===== src/rtl/prog_sequencer.sv =====
// Program-flow sequencer: owns the PC and 16-entry jump LUT, handles the
// start/done handshake and stalls the core for multi-cycle data loads.
module prog_sequencer #(
  parameter int PC_W     = 10,
  parameter int LOAD_LAT = 1
) (
  input  logic            clk,
  input  logic            reset,
  input  logic            start,
  input  logic            lut_wr_en,
  input  logic [3:0]      lut_wr_addr,
  input  logic [PC_W-1:0] lut_wr_data,
  input  logic            pc_jmp_en,
  input  logic [3:0]      lut_ptr,
  input  logic            mem_rd,
  input  logic            halt_instr,
  output logic [PC_W-1:0] pc_out,
  output logic            run,
  output logic            done,
  output logic [15:0]     cycles
);

  typedef enum logic [1:0] {
    S_IDLE = 2'd0,
    S_RUN  = 2'd1,
    S_WAIT = 2'd2,
    S_DONE = 2'd3
  } state_t;

  localparam logic [1:0] LAT      = 2'(LOAD_LAT);
  localparam logic       STALL_EN = (LOAD_LAT > 0) ? 1'b1 : 1'b0;

  state_t          r_state;
  logic            r_ld_done;
  logic [1:0]      r_wait_cnt;
  logic [PC_W-1:0] r_pc;
  logic            r_done;
  logic [15:0]     r_cycles;
  logic [PC_W-1:0] r_lut [16];

  logic w_stall;
  logic w_run;

  // A load stalls only on its first presentation; the re-presented load commits.
  assign w_stall = mem_rd & STALL_EN & ~r_ld_done;

  // Commit enable is Mealy so the decoder can gate writes in the same cycle.
  always_comb begin
    w_run = 1'b0;
    case (r_state)
      S_RUN: begin
        if (halt_instr) begin
          w_run = 1'b1;
        end else if (w_stall) begin
          w_run = 1'b0;
        end else begin
          w_run = 1'b1;
        end
      end
      default: w_run = 1'b0;
    endcase
  end

  // Sequencer state, PC, LUT and cycle counter.
  always_ff @(posedge clk or posedge reset) begin
    if (reset) begin
      r_state    <= S_IDLE;
      r_ld_done  <= 1'b0;
      r_wait_cnt <= 2'd0;
      r_pc       <= '0;
      r_done     <= 1'b0;
      r_cycles   <= 16'd0;
      for (int i = 0; i < 16; i++) begin
        r_lut[i] <= '0;
      end
    end else begin
      if (lut_wr_en) begin
        r_lut[lut_wr_addr] <= lut_wr_data;
      end
      if ((r_state == S_RUN || r_state == S_WAIT) && r_cycles != 16'hFFFF) begin
        r_cycles <= r_cycles + 16'd1;
      end
      case (r_state)
        S_IDLE, S_DONE: begin
          if (start) begin
            r_state  <= S_RUN;
            r_pc     <= '0;
            r_cycles <= 16'd0;
            r_done   <= 1'b0;
          end
        end
        S_RUN: begin
          r_ld_done <= 1'b0;
          if (halt_instr) begin
            r_state <= S_DONE;
            r_done  <= 1'b1;
          end else if (w_stall) begin
            r_state    <= S_WAIT;
            r_wait_cnt <= LAT;
          end else if (pc_jmp_en) begin
            r_pc <= r_lut[lut_ptr];
          end else begin
            r_pc <= r_pc + PC_W'(1);
          end
        end
        S_WAIT: begin
          if (r_wait_cnt == 2'd1) begin
            r_state    <= S_RUN;
            r_ld_done  <= 1'b1;
            r_wait_cnt <= 2'd0;
          end else begin
            r_wait_cnt <= r_wait_cnt - 2'd1;
          end
        end
        default: r_state <= S_IDLE;
      endcase
    end
  end

  assign pc_out = r_pc;
  assign run    = w_run;
  assign done   = r_done;
  assign cycles = r_cycles;

endmodule


===== config.mk =====
export PLATFORM = sky130hd
export DESIGN_NAME = prog_sequencer
export DESIGN_NICKNAME = d
export VERILOG_FILES = /design/src/rtl/prog_sequencer.sv
export SDC_FILE = /design/constraint.sdc
export NUM_CORES = 1
export LEC_CHECK = 0
export ABC_AREA = 1
export CAP_MARGIN = 20
export CELL_PAD_IN_SITES_DETAIL_PLACEMENT = 0
export CELL_PAD_IN_SITES_GLOBAL_PLACEMENT = 2
export CORE_MARGIN = 2
export CORE_UTILIZATION = 39
export DETAILED_ROUTE_END_ITERATION = 12
export PLACE_DENSITY_LB_ADDON = 0.25
export SYNTH_ARGS = -nofsm -noshare
export SYNTH_HDL_FRONTEND = slang
export SYNTH_SLANG_ARGS = --single-unit
export TNS_END_PERCENT = 100

===== constraint.sdc =====
create_clock -name clk -period 21.8 [get_ports clk]
set_input_delay 6.54 -clock clk [delete_from_list [all_inputs] [get_ports clk]]
set_output_delay 6.54 -clock clk [all_outputs]
set_load 0.01 [all_outputs]

Word-level counts from Yosys, hierarchy flattened
Cells that the tools add are included.
{ "totals": {"out_inout_bits": 28, "inputBits": 25, "elab_cells": 87, "ff_bits": 192} }
{ "op_classes": {"n_reduce_logical": 12, "mux": 31, "bitwise": 4, "add_sub_neg": 3, "n_eq_ne": 12, "order_cmp": 3} }
{ "op_table": {"columns": ["op", "count"], "rows": [
  ["$bwmux W160", 1],
  ["$mux W10", 7],
  ["$mux W16", 3],
  ["$bmux W10 S4", 1],
  ["$demux W10 S4", 1],
  ["$pmux W10 S2", 1],
  ["$add A16 B1 Y16 const B", 1],
  ["$ne A16 B16 Y1 const B", 1],
  ["$mux W2", 7],
  ["$add A10 B1 Y10 const B", 1],
  ["$ge A5 B5 Y1 const B", 2],
  ["$ne A2 B2 Y1 const B", 5],
  ["$not A4 Y5", 2],
  ["$reduce_and A3 Y1", 3],
  ["$mux W1", 6],
  ["$pmux W2 S3", 1],
  ["$lt A5 B1 Y1 const B", 1],
  ["$eq A2 B1 Y1 const B", 2],
  ["$eq A2 B2 Y1 const B", 2],
  ["$pmux W1 S2", 2],
  ["$pmux W2 S2", 1],
  ["$reduce_and A4 Y1", 1],
  ["$reduce_bool A2 Y1", 2],
  ["$ne A3 B3 Y1 const B", 1],
  ["9 further kinds", 10]
]} }

Longest topological paths before layout
Gate-level depths: netlist (run 1).
{ "depth": {"word_depth": 8, "ltp_mapped": 12, "depth_no_buf": 11} }

Least setup slack after synthesis (run 1)
OpenSTA, ideal clock, no wires.
{ "synth_path": {"path_kind": "input to output", "from": "input port mem_rd", "to": "output port run", "t_required_ps": 15260, "arrival_ps": 7013, "slack_ps": 8247, "path_buffers": 0, "cell_stages": 5, "cell_sequence": "inv_1 -> nor2_1 -> inv_1 -> nand2_1 -> nand2_1"} }
{ "synth_between": {"elab_chain_cells": 4} }
{ "synth_rtl": {"columns": ["item", "line", "text"], "rows": [
  ["from (decl)", "15", "input logic mem_rd,"],
  ["$and A1 B1 Y1", "45", "assign w_stall = mem_rd & STALL_EN & ~r_ld_done;"],
  ["$mux W1", "54", "end else if (w_stall) begin"],
  ["$mux W1", "52", "if (halt_instr) begin"],
  ["$mux W1", "50", "case (r_state)"],
  ["to (decl)", "18", "output logic run,"]
]} }
No other way between the ends.

Worst setup path in the final report (run 1)
Ends and elaborated chain as after synthesis.

==> metrics.csv, run 1 <==
stage,metric,value,unit
status,run status,"finished, final reports clean",
clock_tree,cts hold-fix bufs,0,
synthesis,mapped cell area,0.009319,sq mm
power,Leak,0.004849,uW
clock_tree,worst skew pair latency,0.44,ns
routing,initial drt markers,622,
setup_path,crit path max fanout,3,
hold_path,Hold Crit Class,flip-flop to flip-flop,
grt,first-pass GRT wire length,41.37,mm
placed_design,Placed Cells,1490,
clock_tree,postcts setup bufs,0,
clock_tree,TritonCTS buffer count,17,
clock_tree,CTS tree,yes,
synthesis,Unique masters post-synth,35,
setup_path,worst r2r dst,cycles[15],
synthesis,Synth async-reset ratio,1.000,
power,Worst VDD drop,45.50,uV
cells_and_area,fraction of layout cells with a size suffix above 1,0.06401,
synthesis,number of register bits inferred by synthesis,192,
grt,largest net degree at the start of global routing,135,
timing,RSZ-0062 raised after global routing,no,
synthesis,Synth area leaders,"dfrtp_1, nand2_1, o21ai_0",
placed_design,placed cell area,0.009940,sq mm
cells_and_area,fin nets,1220,
clock_tree,Resized cells post-CTS,0,
setup_path,Worst R2R Start,cycles[0],
synthesis,most frequent cells after synthesis,"nand2_1, dfrtp_1, o21ai_0",
synthesis,register area share after synthesis,0.5156,
setup_path,critical path arrival,7.97,ns
floorplan,FP Rows,56,
cells_and_area,design area,0.01053,sq mm
timing,slew margin rel.,0.3633,
synthesis,Synth Instances,1185,
grt,total grt overflow,0,
synthesis,"Avg Cell Area, Syn",7.864,sq um
timing,Worst Tran Pin Value,0.9551,ns
cells_and_area,Final Non-Filler Cells,1522,
setup_path,cells on worst reg2reg path,10,
synthesis,"EDFF count, synth",0,
hold_path,worst hold start,r_lut[145],
timing,Max Clock Skew,0.01128,ns
placed_design,IO buf count,52,
routing,via count,7684,
hold_path,Hold EP,r_lut[145],
routing,drt wl/cell,16.43,um
clock_tree,CTS H-tree depth,4,
synthesis,warnings from Yosys,0,
timing,fin crit share,0.6657,
setup_path,CP Launch Type,primary input,
synthesis,"Top FF cell, synth",dfrtp_1,
run,MaxCap Viol Count,0,
setup_path,CP required,15.26,ns
routing,Final ANT Viol Nets,0,
timing,setup tns final,0,ns
floorplan,die height,158.6,um
synthesis,Synth area leader,dfrtp_1,
floorplan,core region area,0.02347,sq mm
clock_tree,clock slew at reported path FFs,0.07,ns
power,PwrDens,99.61,mW/mm^2
routing,drt drc,0,
cells_and_area,ANT cells,0,
placed_design,Routability Congestion,0.7831,
clock_tree,CTS sink count,192,
timing,Fin. Hold Viols,0,
routing,drt total wl,25.00,mm
routing,vias per cell,5.049,
hold_path,Hold Path Depth,2,
cells_and_area,P&R area growth vs syn,13.00,%
setup_path,R2R setup slack,19.85,ns
synthesis,"count leader, synth",nand2_1,
synthesis,Yosys top cell area share,0.5156,
clock_tree,clock tree buffer depth,2,
routing,First-pass DRT Iterations,4,
grt,total track usage,0.2133,
floorplan,Chip Width,158.6,um
grt,vias in the first global route,7508,
timing,Fmax achieved,68.91,MHz
grt,antenna violations before repair,0,
setup_path,crit end category,output pin,
setup_path,CP Class,primary input to output pin,
floorplan,Initial Utilization,0.3970,
clock_tree,Root Buffer,clkbuf_16,
placed_design,hpwl dp,15.42,mm
floorplan,die area,0.02515,sq mm
synthesis,Synth Net Count,1215,
timing,max-slew violation total from the final report,0,
timing,minimum clock period,14.51,ns
floorplan,Ports,53,
timing,Final setup viols,0,
-- where the power goes --
part	switching, uW	internal (uW)	leakage [uW]
logic	151	97.6	0.00212
registers	48.3	434	0.00244
clock network	142	176	0.000287
-- critical path: stages --
cell and delay [ns]:
clkdlybuf4s50_1 0.46, inv_1 0.04, nor2_1 0.23, inv_1 0.10, nand2_1 0.09, nand2_1 0.05, clkdlybuf4s50_1 0.47
-- registers in the layout (all words and copies together), names as in the netlist --
| name | flops |
|---|---|
| r_lut | 160 |
| cycles | 16 |
| pc_out | 10 |
| r_state | 2 |
| r_wait_cnt | 2 |
| done | 1 |
| r_ld_done | 1 |
-- placed cells by master, fill, tap and decap left out, types with 2 or more instances in the layout --
cell / n
clkbuf_16: 17
nand3_1: 80
a21oi_1: 36
nor2_2: 7
clkinv_2: 3
o21ai_0: 151
clkdlybuf4s50_1: 50
clkinvlp_4: 2
clkinv_4: 3
dfrtp_1: 192
bufinv_16: 2
nand3_2: 2
o211ai_1: 14
inv_6: 2
inv_1: 70
clkbuf_8: 2
nand4_1: 4
ha_1: 5
xor2_1: 3
nor2_1: 132
nor4_2: 2
nand2_1: 295
buf_4: 10
nor3_2: 2
nand2_2: 4
nor3_1: 4
inv_2: 10
xnor2_1: 4
o21ai_1: 80
clkinv_1: 4
-- worst max-delay path by stage --
stage	slack, ns	from	end	depth (start not counted)
finish	7.29	mem_rd	run	7
global route	7.14	mem_rd	run	7
CTS	7.27	mem_rd	run	7
detailed placement	7.28	mem_rd	run	7
global placement	7.29	mem_rd	run	7
floorplan	8.25	mem_rd	run	5
-- logic make-up (layout without fill, tap and decap cells) --
logic type	count (synthesis)	count (layout)	share of synthesized area
flops	192	192	0.5156
compound gates	283	283	0.1566
simple gates	537	537	0.2403
xor+xnor	7	7	0.006579
fa+ha+maj	5	5	0.006713
buf+inv	161	179	0.07425
-- stage by stage --
step                      hold WS, ns  utilization  total power (uW)  setup WS [ns]
after CTS                      0.4848       0.4486              1063          7.275
after global placement         0.4601       0.4235             735.8          7.285
after global routing           0.5054       0.4486              1128          7.145
after detailed placement       0.4682       0.4235             741.4          7.284
final                          0.4801       0.4486              1049          7.288
after floorplan                0.4478            -             658.0          8.247
-- final cells by class --
class | count | area, sq um
Tap cell | 319 | 399.1
Clock buffer | 20 | 456.7
Sequential cell | 192 | 4805
Clock inverter | 12 | 133.9
Inverter | 86 | 332.8
Timing Repair Buffer | 61 | 580.6
Multi-Input combinational cell | 832 | 3822
Fill cell | 2420 | 12940
-- routing by layer --
layer | part of all wire | vias to the layer above | track usage
li1 | - | 3854 | -
met1 | 0.50 | 3732 | 0.3030
met2 | 0.47 | 83 | 0.3455
met3 | 0.022 | 15 | 0.03375
met4 | 0.0083 | 0 | 0.04505
met5 | 0 | - | 0
Note: power is estimated with default switching activity, not from simulation.
==> run 2, diff against run 1 <==
--- a/config.mk
+++ b/config.mk
@@ -10,7 +10,7 @@
 export CELL_PAD_IN_SITES_DETAIL_PLACEMENT = 0
 export CELL_PAD_IN_SITES_GLOBAL_PLACEMENT = 2
 export CORE_MARGIN = 2
-export CORE_UTILIZATION = 39
+export CORE_UTILIZATION = 32
 export DETAILED_ROUTE_END_ITERATION = 12
 export PLACE_DENSITY_LB_ADDON = 0.25
 export SYNTH_ARGS = -nofsm -noshare
==> constraint.sdc (replaced) <==
create_clock -name clk -period 12.9 [get_ports clk]
set_input_delay 3.87 -clock clk [delete_from_list [all_inputs] [get_ports clk]]
set_output_delay 3.87 -clock clk [all_outputs]
set_load 0.01 [all_outputs]
==> run 2 against run 1 <==
Effect of this change: core utilization is 7.7 points lower; setup slack got worse by 3.6 ns; final cell count up 4.3%; critical endpoint unchanged; wire length increased by 8.3%; flip-flop and latch count is the same; cell area grew 1.3%; die area increased by 21%; largest power group unchanged; critical path type unchanged; register-to-register slack worse by 8.9 ns; highest routed layer unchanged; first-iteration DRC count shrank 17%; clock skew rose by 0.00077 ns; clock power increased by 73%.
==> metrics.csv, run 2 (synthesized netlist as in run 1, its figures left out) <==
stage,metric,value,unit
status,run status,"finished, final reports clean",
power,Comb pwr share,0.237,
setup_path,number of cells on the critical path,7,
cells_and_area,P&R area growth vs syn,14.42,%
floorplan,FP Rows,62,
cells_and_area,most frequent cells in the layout,"nand2_1, dfrtp_1, o21ai_0",
timing,RSZ-0062 raised after global routing,no,
setup_path,R2R setup slack,10.92,ns
setup_path,Worst R2R Start,cycles[0],
clock_tree,Root Buffer,clkbuf_16,
cells_and_area,max FFs per register,160,
timing,Fin. Hold Viols,0,
clock_tree,clock slew at reported path FFs,0.07,ns
floorplan,die area,0.03050,sq mm
placed_design,placed cell area,0.01002,sq mm
cells_and_area,fin nets,1220,
clock_tree,cts hold-fix bufs,0,
placed_design,Routability Congestion,0.7429,
floorplan,Ports,53,
setup_path,crit end category,output pin,
routing,First-pass DRT Iterations,5,
power,Clk pwr share,0.307,
routing,initial drt markers,518,
clock_tree,worst skew pair latency,0.45,ns
routing,drt drc,0,
grt,total track usage,0.1846,
routing,vias per cell,4.839,
cells_and_area,"Core Util, Final",0.3715,
timing,Final setup viols,0,
power,Leak,0.004868,uW
timing,Fmax achieved,109.1,MHz
floorplan,Chip Width,174.7,um
grt,total grt overflow,0,
cells_and_area,Fill cells,2957,
setup_path,crit path max fanout,3,
power,sequential power share,0.456,
timing,Worst Tran Pin Value,1.012,ns
setup_path,CP required,9.03,ns
power,sw power,611.5,uW
timing,setup tns final,0,ns
cells_and_area,fraction of layout cells with a size suffix above 1,0.06484,
timing,Max Clock Skew,0.01205,ns
clock_tree,postcts setup bufs,0,
grt,antenna violations before repair,0,
setup_path,CP cell instances,"clkdlybuf4s50_1, inv_1, nor2_1, inv_1, nand2_1, nand2_1, clkdlybuf4s50_1",
floorplan,Initial Utilization,0.3247,
routing,drt total wl,27.07,mm
power,switch share,0.3418,
cells_and_area,"commonest non-fill, non-tap cell in the layout",nand2_1,
timing,minimum clock period,9.165,ns
clock_tree,Resized cells post-CTS,0,
setup_path,CP Class,primary input to output pin,
hold_path,Hold Crit Class,flip-flop to flip-flop,
floorplan,core region area,0.02870,sq mm
floorplan,die height,174.7,um
power,PwrDens,167.8,mW/mm^2
setup_path,Worst path slowest cell,clkdlybuf4s50_1,
cells_and_area,design area,0.01066,sq mm
clock_tree,TritonCTS buffer count,17,
power,Pwr Total,1789,uW
routing,via count,7680,
clock_tree,CTS sink count,192,
setup_path,"Largest delay share family, worst path",buffers and inverters,
clock_tree,CTS tree,yes,
timing,max-slew violation total from the final report,0,
clock_tree,CTS H-tree depth,4,
routing,drt wl/cell,17.06,um
power,cell-internal power,1177,uW
timing,fin crit share,0.7104,
grt,largest net degree at the start of global routing,118,
run,MaxCap Viol Count,0,
setup_path,worst r2r dst,cycles[5],
setup_path,cells on worst reg2reg path,10,
grt,vias in the first global route,7557,
power,Worst VDD drop,94.58,uV
placed_design,IO buf count,52,
setup_path,Worst setup endpoint,run,
setup_path,"slowest stage delay, CP",0.47,ns
routing,Final ANT Viol Nets,0,
clock_tree,clock tree buffer depth,2,
timing,WHS,0.4860,ns
placed_design,hpwl dp,16.29,mm
setup_path,critical path arrival,5.29,ns
timing,slew margin rel.,0.3238,
cells_and_area,ANT cells,0,
cells_and_area,Reg with most FFs,r_lut,
grt,first-pass GRT wire length,43.71,mm
setup_path,WP buf/inv,4,
setup_path,CP Launch Type,primary input,
setup_path,CP startpoint,mem_rd,
[run 2: cell types whose count changed in the layout (fill, tap and decap cells not counted), moves of 2 or more]
cell      previous run  this run
buf_4               10         7
inv_8                1         6
inv_6                2         5
clkbuf_8             2         0
clkinv_2             3         1
nor4_2               2         0
nor4_4               1         3
clkinv_4             3         1
[run 2: power groups by stage]
stage,clock [uW],combinational [uW],sequential [uW]
after floorplan,0,295,817
after CTS,562,432,816
final,549,424,816
after global placement,0,427,825
after detailed placement,0,431,827
after global routing,586,494,837
[run 2: how the worst min path moves through the flow]
stage / end / cells after the start / slack, ns / start
finish: r_lut[54] / 2 / 0.49 / r_lut[54]
global route: r_lut[52] / 2 / 0.50 / r_lut[52]
global placement: r_lut[71] / 2 / 0.46 / r_lut[71]
CTS: r_lut[152] / 2 / 0.49 / r_lut[152]
detailed placement: r_lut[143] / 2 / 0.47 / r_lut[143]
floorplan: r_lut[120] / 2 / 0.45 / r_lut[120]
[run 2: cell type report]
cell class / count / area (sq um) / area share
well taps: 384 / 480.5 / 0.04506
clock inverters: 15 / 167.7 / 0.01572
inverters: 86 / 332.8 / 0.03121
repair buffers: 61 / 611.8 / 0.05738
clock buffers: 17 / 425.4 / 0.03990
flip-flops and latches: 192 / 4805 / 0.4506
multi-input cells: 832 / 3840 / 0.3601
[run 2: layer usage]
metal,up-vias,GRT usage,wire length [um]
met3,14,0.02415,523
met4,0,0.04063,283
met2,77,0.3080,13060
met5,-,0,0
met1,3721,0.2569,13200
li1,3868,-,-
[run 2: per-stage QoR]
step / setup slack (ns) / cells
3_5_place_dp: 3.729 / 1552
2_1_floorplan: 3.803 / 1185
3_3_place_gp: 3.724 / 1552
5_1_grt: 3.634 / 1587
4_1_cts: 3.722 / 1584
6_report: 3.735 / 1587
[run 2: worst min-delay path, stage by stage (launching register included)]
cell	delay [ns]
dfrtp_1	0.35
nand2_1	0.05
o21ai_0	0.05
==> run 3, diff against run 2 <==
--- a/config.mk
+++ b/config.mk
@@ -10,7 +10,7 @@
 export CELL_PAD_IN_SITES_DETAIL_PLACEMENT = 0
 export CELL_PAD_IN_SITES_GLOBAL_PLACEMENT = 2
 export CORE_MARGIN = 2
-export CORE_UTILIZATION = 32
+export CORE_UTILIZATION = 36
 export DETAILED_ROUTE_END_ITERATION = 12
 export PLACE_DENSITY_LB_ADDON = 0.25
 export SYNTH_ARGS = -nofsm -noshare
==> constraint.sdc (replaced) <==
create_clock -name clk -period 8.8 [get_ports clk]
set_input_delay 2.64 -clock clk [delete_from_list [all_inputs] [get_ports clk]]
set_output_delay 2.64 -clock clk [all_outputs]
set_load 0.01 [all_outputs]
==> run 3 against run 2 <==
Effect of this change: die area decreased by 11%; largest cell class unchanged; final cell count decreased by 3.5%; largest power group unchanged; sequential power increased by 47%; sequential share of layout area increased by 0.61 points; highest routed layer unchanged; setup slack got worse by 1.6 ns; flip-flop and latch count unchanged; clock power increased by 38%; via count decreased by 1.0%.
==> metrics.csv, run 3 (synthesized netlist as in run 1, its figures left out) <==
stage,metric,value,unit
grt,largest net degree at the start of global routing,120,
routing,drt drc,0,
setup_path,CP Launch Type,primary input,
cells_and_area,multi-input combinational cell area,0.003831,sq mm
clock_tree,CTS tree,yes,
power,PwrDens,244.6,mW/mm^2
timing,Final setup viols,0,
clock_tree,cts hold-fix bufs,0,
grt,first-pass GRT wire length,41.54,mm
routing,initial drt markers,536,
power,Leak,0.004821,uW
hold_path,Hold Crit Class,flip-flop to flip-flop,
cells_and_area,design area,0.01052,sq mm
clock_tree,TritonCTS buffer count,17,
power,Pwr Total,2573,uW
floorplan,Chip Width,164.9,um
cells_and_area,most frequent cells in the layout,"nand2_1, dfrtp_1, o21ai_0",
timing,Max Clock Skew,0.01359,ns
cells_and_area,P&R area growth vs syn,12.89,%
floorplan,Initial Utilization,0.3679,
clock_tree,CTS H-tree depth,4,
placed_design,placed cell area,0.009947,sq mm
setup_path,Worst path slowest cell,clkdlybuf4s50_1,
routing,vias per cell,4.963,
cells_and_area,Reg with most FFs,r_lut,
timing,setup tns final,0,ns
setup_path,crit path max fanout,3,
power,Worst VDD drop,117.4,uV
timing,fin crit share,0.7620,
cells_and_area,Reg area,0.004805,sq mm
clock_tree,clock tree buffer depth,2,
floorplan,FP Rows,58,
routing,Final ANT Viol Nets,0,
placed_design,Routability Congestion,0.7744,
grt,vias in the first global route,7281,
cells_and_area,Fill cells,2654,
floorplan,core region area,0.02533,sq mm
timing,slew margin rel.,0.3553,
timing,Worst Tran Pin Value,0.9670,ns
timing,RSZ-0062 raised after global routing,no,
floorplan,Ports,53,
routing,drt total wl,26.04,mm
timing,minimum clock period,6.706,ns
setup_path,critical path arrival,4.07,ns
timing,Fin. Hold Viols,0,
placed_design,hpwl dp,15.83,mm
timing,Fmax achieved,149.1,MHz
setup_path,crit end category,output pin,
setup_path,CP required,6.16,ns
clock_tree,clock slew at reported path FFs,0.07,ns
floorplan,die height,164.9,um
routing,First-pass DRT Iterations,5,
setup_path,CP Class,primary input to output pin,
status,run status,"finished, final reports clean",
routing,drt wl/cell,16.99,um
timing,max-slew violation total from the final report,0,
cells_and_area,max FFs per register,160,
clock_tree,postcts setup bufs,0,
floorplan,die area,0.02719,sq mm
routing,via count,7603,
cells_and_area,"Core Util, Final",0.4154,
clock_tree,worst skew pair latency,0.43,ns
hold_path,Hold Path Depth,2,
run,MaxCap Viol Count,0,
setup_path,cells on worst reg2reg path,10,
cells_and_area,fraction of layout cells with a size suffix above 1,0.06323,
placed_design,IO buf count,52,
setup_path,"slowest stage delay, CP",0.47,ns
clock_tree,Resized cells post-CTS,0,
cells_and_area,fin nets,1219,
grt,total track usage,0.2010,
grt,total grt overflow,0,
clock_tree,CTS sink count,192,
grt,antenna violations before repair,0,
cells_and_area,"commonest non-fill, non-tap cell in the layout",nand2_1,
setup_path,CP cell instances,"clkdlybuf4s50_1, inv_1, nor2_1, inv_1, nand2_1, nand2_1, clkdlybuf4s50_1",
cells_and_area,ANT cells,0,
clock_tree,Root Buffer,clkbuf_16,
==> run 3: cell types whose count changed in the layout (fill, tap and decap cells not counted), sizes merged <==
cell,previous run,this run
buf,11,10
inv,92,87
clkbuf,17,18
clkinvlp,1,5
==> run 3: where the power goes <==
part | total, uW | internal, uW | leakage [uW] | switching [uW]
combinational | 620 | 241 | 0.00212 | 378
clock | 758 | 395 | 0.000262 | 363
sequential | 1200 | 1080 | 0.00244 | 119
total | 2570 | 1710 | 0.00482 | 860
==> run 3: worst max-delay path: cells and delay by family <==
kind / cells / cell delay (ns)
buffers and inverters: 4 / 1.07
and+or+nand+nor: 3 / 0.36
==> run 3: layout make-up <==
type / count / area share
clock inverter: 14 / 0.01261
sequential: 192 / 0.4567
tap: 330 / 0.03925
clock buffer: 18 / 0.04079
timing repair buffer: 60 / 0.05483
multi-input combinational: 832 / 0.3642
inverter: 86 / 0.03164
==> run 3: metal layers <==
metal | wire (um) | global-route usage
met4 | 288 | 0.04348
met2 | 12300 | 0.3309
met3 | 728 | 0.02687
met5 | 0 | 0
met1 | 12720 | 0.2837
==> run 3: path summary, 6_finish.rpt <==
path	startpoint	endpoint	slack, ns
setup / recovery	mem_rd	run	2.09
hold reg to reg	r_lut[146]	r_lut[146]	0.48
hold / removal	r_lut[146]	r_lut[146]	0.48
setup reg to reg	cycles[0]	cycles[5]	6.84
max in group asynchronous	reset	r_lut[114]	4.48
min in group asynchronous	reset	cycles[1]	2.79
==> run 3: per-stage QoR <==
step	setup WS [ns]	instances	hold WS, ns
after floorplan	0.9328	1185	0.4478
after global placement	2.089	1499	0.4607
after detailed placement	2.087	1499	0.4682
after CTS	2.086	1531	0.4853
after global routing	2.003	1532	0.5041
final	2.094	1532	0.4827
==> RTL change (settings of run 3) <==
Make the reset (`reset`) synchronous in one clocked block.
--- a/src/rtl/prog_sequencer.sv
+++ b/src/rtl/prog_sequencer.sv
@@ -64,3 +64,3 @@
   // Sequencer state, PC, LUT and cycle counter.
-  always_ff @(posedge clk or posedge reset) begin
+  always_ff @(posedge clk) begin
     if (reset) begin
Behaviour: differs if reset is asserted again (counterexample within 4 cycles, from zero or initial values and one cycle with reset high); with reset held inactive, the same outputs for 4 cycles.
==> RTL change against run 3 <==
- synthesized area increased by 1.4%
- wire length decreased by 3.0%
- sequential cell count unchanged
- core utilization decreased by 0.52 points
- setup slack improved by 0.20 ns
- power decreased by 16%
- final area increased by 1.0%
- critical path depth decreased by 3
- critical path type unchanged
==> RTL change: results (changes against run 3) <==
stage	metric	value	unit	change
synth	ys_top_cells_by_count	nand2_1 (334), nor2_1 (195), edfxtp_1 (160)		
detailed_routing	routedWlPerCell	17.3	um	+2.0%
grt	grt_pass1_vias	6676		-8.3%
pwr	leakage	4.21	nW	-13%
grt	grt_max_degree	81		-33%
place	place_area	10100	um^2	+1.3%
synth	ys_top_cells_by_area	edfxtp_1 (51%), nand2_1 (13%), nor2_1 (7.7%)		
synth	syn_nets	1128		-7.2%
cts	clk_path_buf_depth	2		unchanged
synth	synth_edf_count	160		+160
place	finalWeightedCongestion	0.749		-3.3%
synth	yosysUniqueCellTypes	40		+14%
place	dpl_worst_slack	2.28	ns	+0.196 ns
grt	antenna_found_initial	0		unchanged
final_layout	drive_above_1_share	6.42	%	+0.10 points
pwr	swShare	29.9	%	-3.5 points
setup_path	critPathArrivalTime	3.87	ns	-0.20 ns
synth	ys_seq_area_share	57.6	%	+6.0 points
detailed_routing	met1_length	12600	um	-0.87%
detailed_routing	drt_iter0_drc	572		+6.7%
grt	gr-usage-met1	27.9	%	-0.48 points
synth	synthArstFlopShare	0	%	-100 points
grt	grt_usage	18.5	%	-1.6 points
final_layout	fin_cells	1456		-5.0%
synth	yosys_warnings	0		unchanged
detailed_routing	dr_wl_met3	1090	um	+49%
grt	use_met2	27.5	%	-5.6 points
detailed_routing	wl_met2	11100	um	-9.5%
place	place_inst	1424		-5.0%
sta	fin_worst_skew	0.0109	ns	-0.00270 ns
place	hpwl	16500	um	+4.1%
grt	globalRouteMet3Util	2.86	%	+0.17 points
grt	grt_pass1_wl	39000	um	-6.2%
synth	syn_avg_cell_area	8.61	um^2	+9.5%
status	status	complete, no violations		
==> RTL change: cell count changes in the layout (fill, tap and decap cells not counted), moves of 39 or more <==
cell,delta
nand2_1,+39
dfrtp_1,-192
o21ai_0,-137
edfxtp_1,+160
nor2_1,+63
nand3_1,+51
o21ai_1,-77
==> RTL change: final cells by class <==
type | instances | share of cell area (%)
clock inverters | 15 | 1.19
inverters | 86 | 3.08
clock buffers | 17 | 4.00
well taps | 335 | 3.94
repair buffers | 55 | 5.06
multi-input cells | 756 | 31.5
flip-flops and latches | 192 | 51.2
==> RTL change: power groups by stage <==
| stage | registers (mW) | logic (mW) | clock network (mW) |
|---|---|---|---|
| 6_report | 1.07 | 0.353 | 0.740 |
| 3_3_place_gp | 1.09 | 0.359 | 0 |
| 5_1_grt | 1.08 | 0.397 | 0.786 |
| 4_1_cts | 1.07 | 0.359 | 0.754 |
| 2_1_floorplan | 1.09 | 0.255 | 0 |
| 3_5_place_dp | 1.09 | 0.358 | 0 |
==> RTL change: cell families (layout without fill, tap and decap cells) <==
kind of cell | count (synthesis) | count (layout) | synth area share [%]
AND/OR/NAND/NOR | 689 | 689 | 30.4
flip-flops | 192 | 192 | 57.6
buffers and inverters | 150 | 173 | 6.99
AO/OA/AOI/OAI | 51 | 51 | 3.36
XOR/XNOR | 11 | 11 | 1.02
adder cells (fa/ha/maj) | 5 | 5 | 0.662
==> RTL change: worst paths after layout <==
path / start / endpoint / slack (ns) / cells after the start
setup / recovery: halt_instr / run / 2.29 / 4
hold / removal: r_wait_cnt[1] / r_wait_cnt[1] / 0.47 / 2
setup reg to reg: r_state[0] / cycles[2] / 6.89 / 6
hold reg to reg: r_wait_cnt[1] / r_wait_cnt[1] / 0.47 / 2
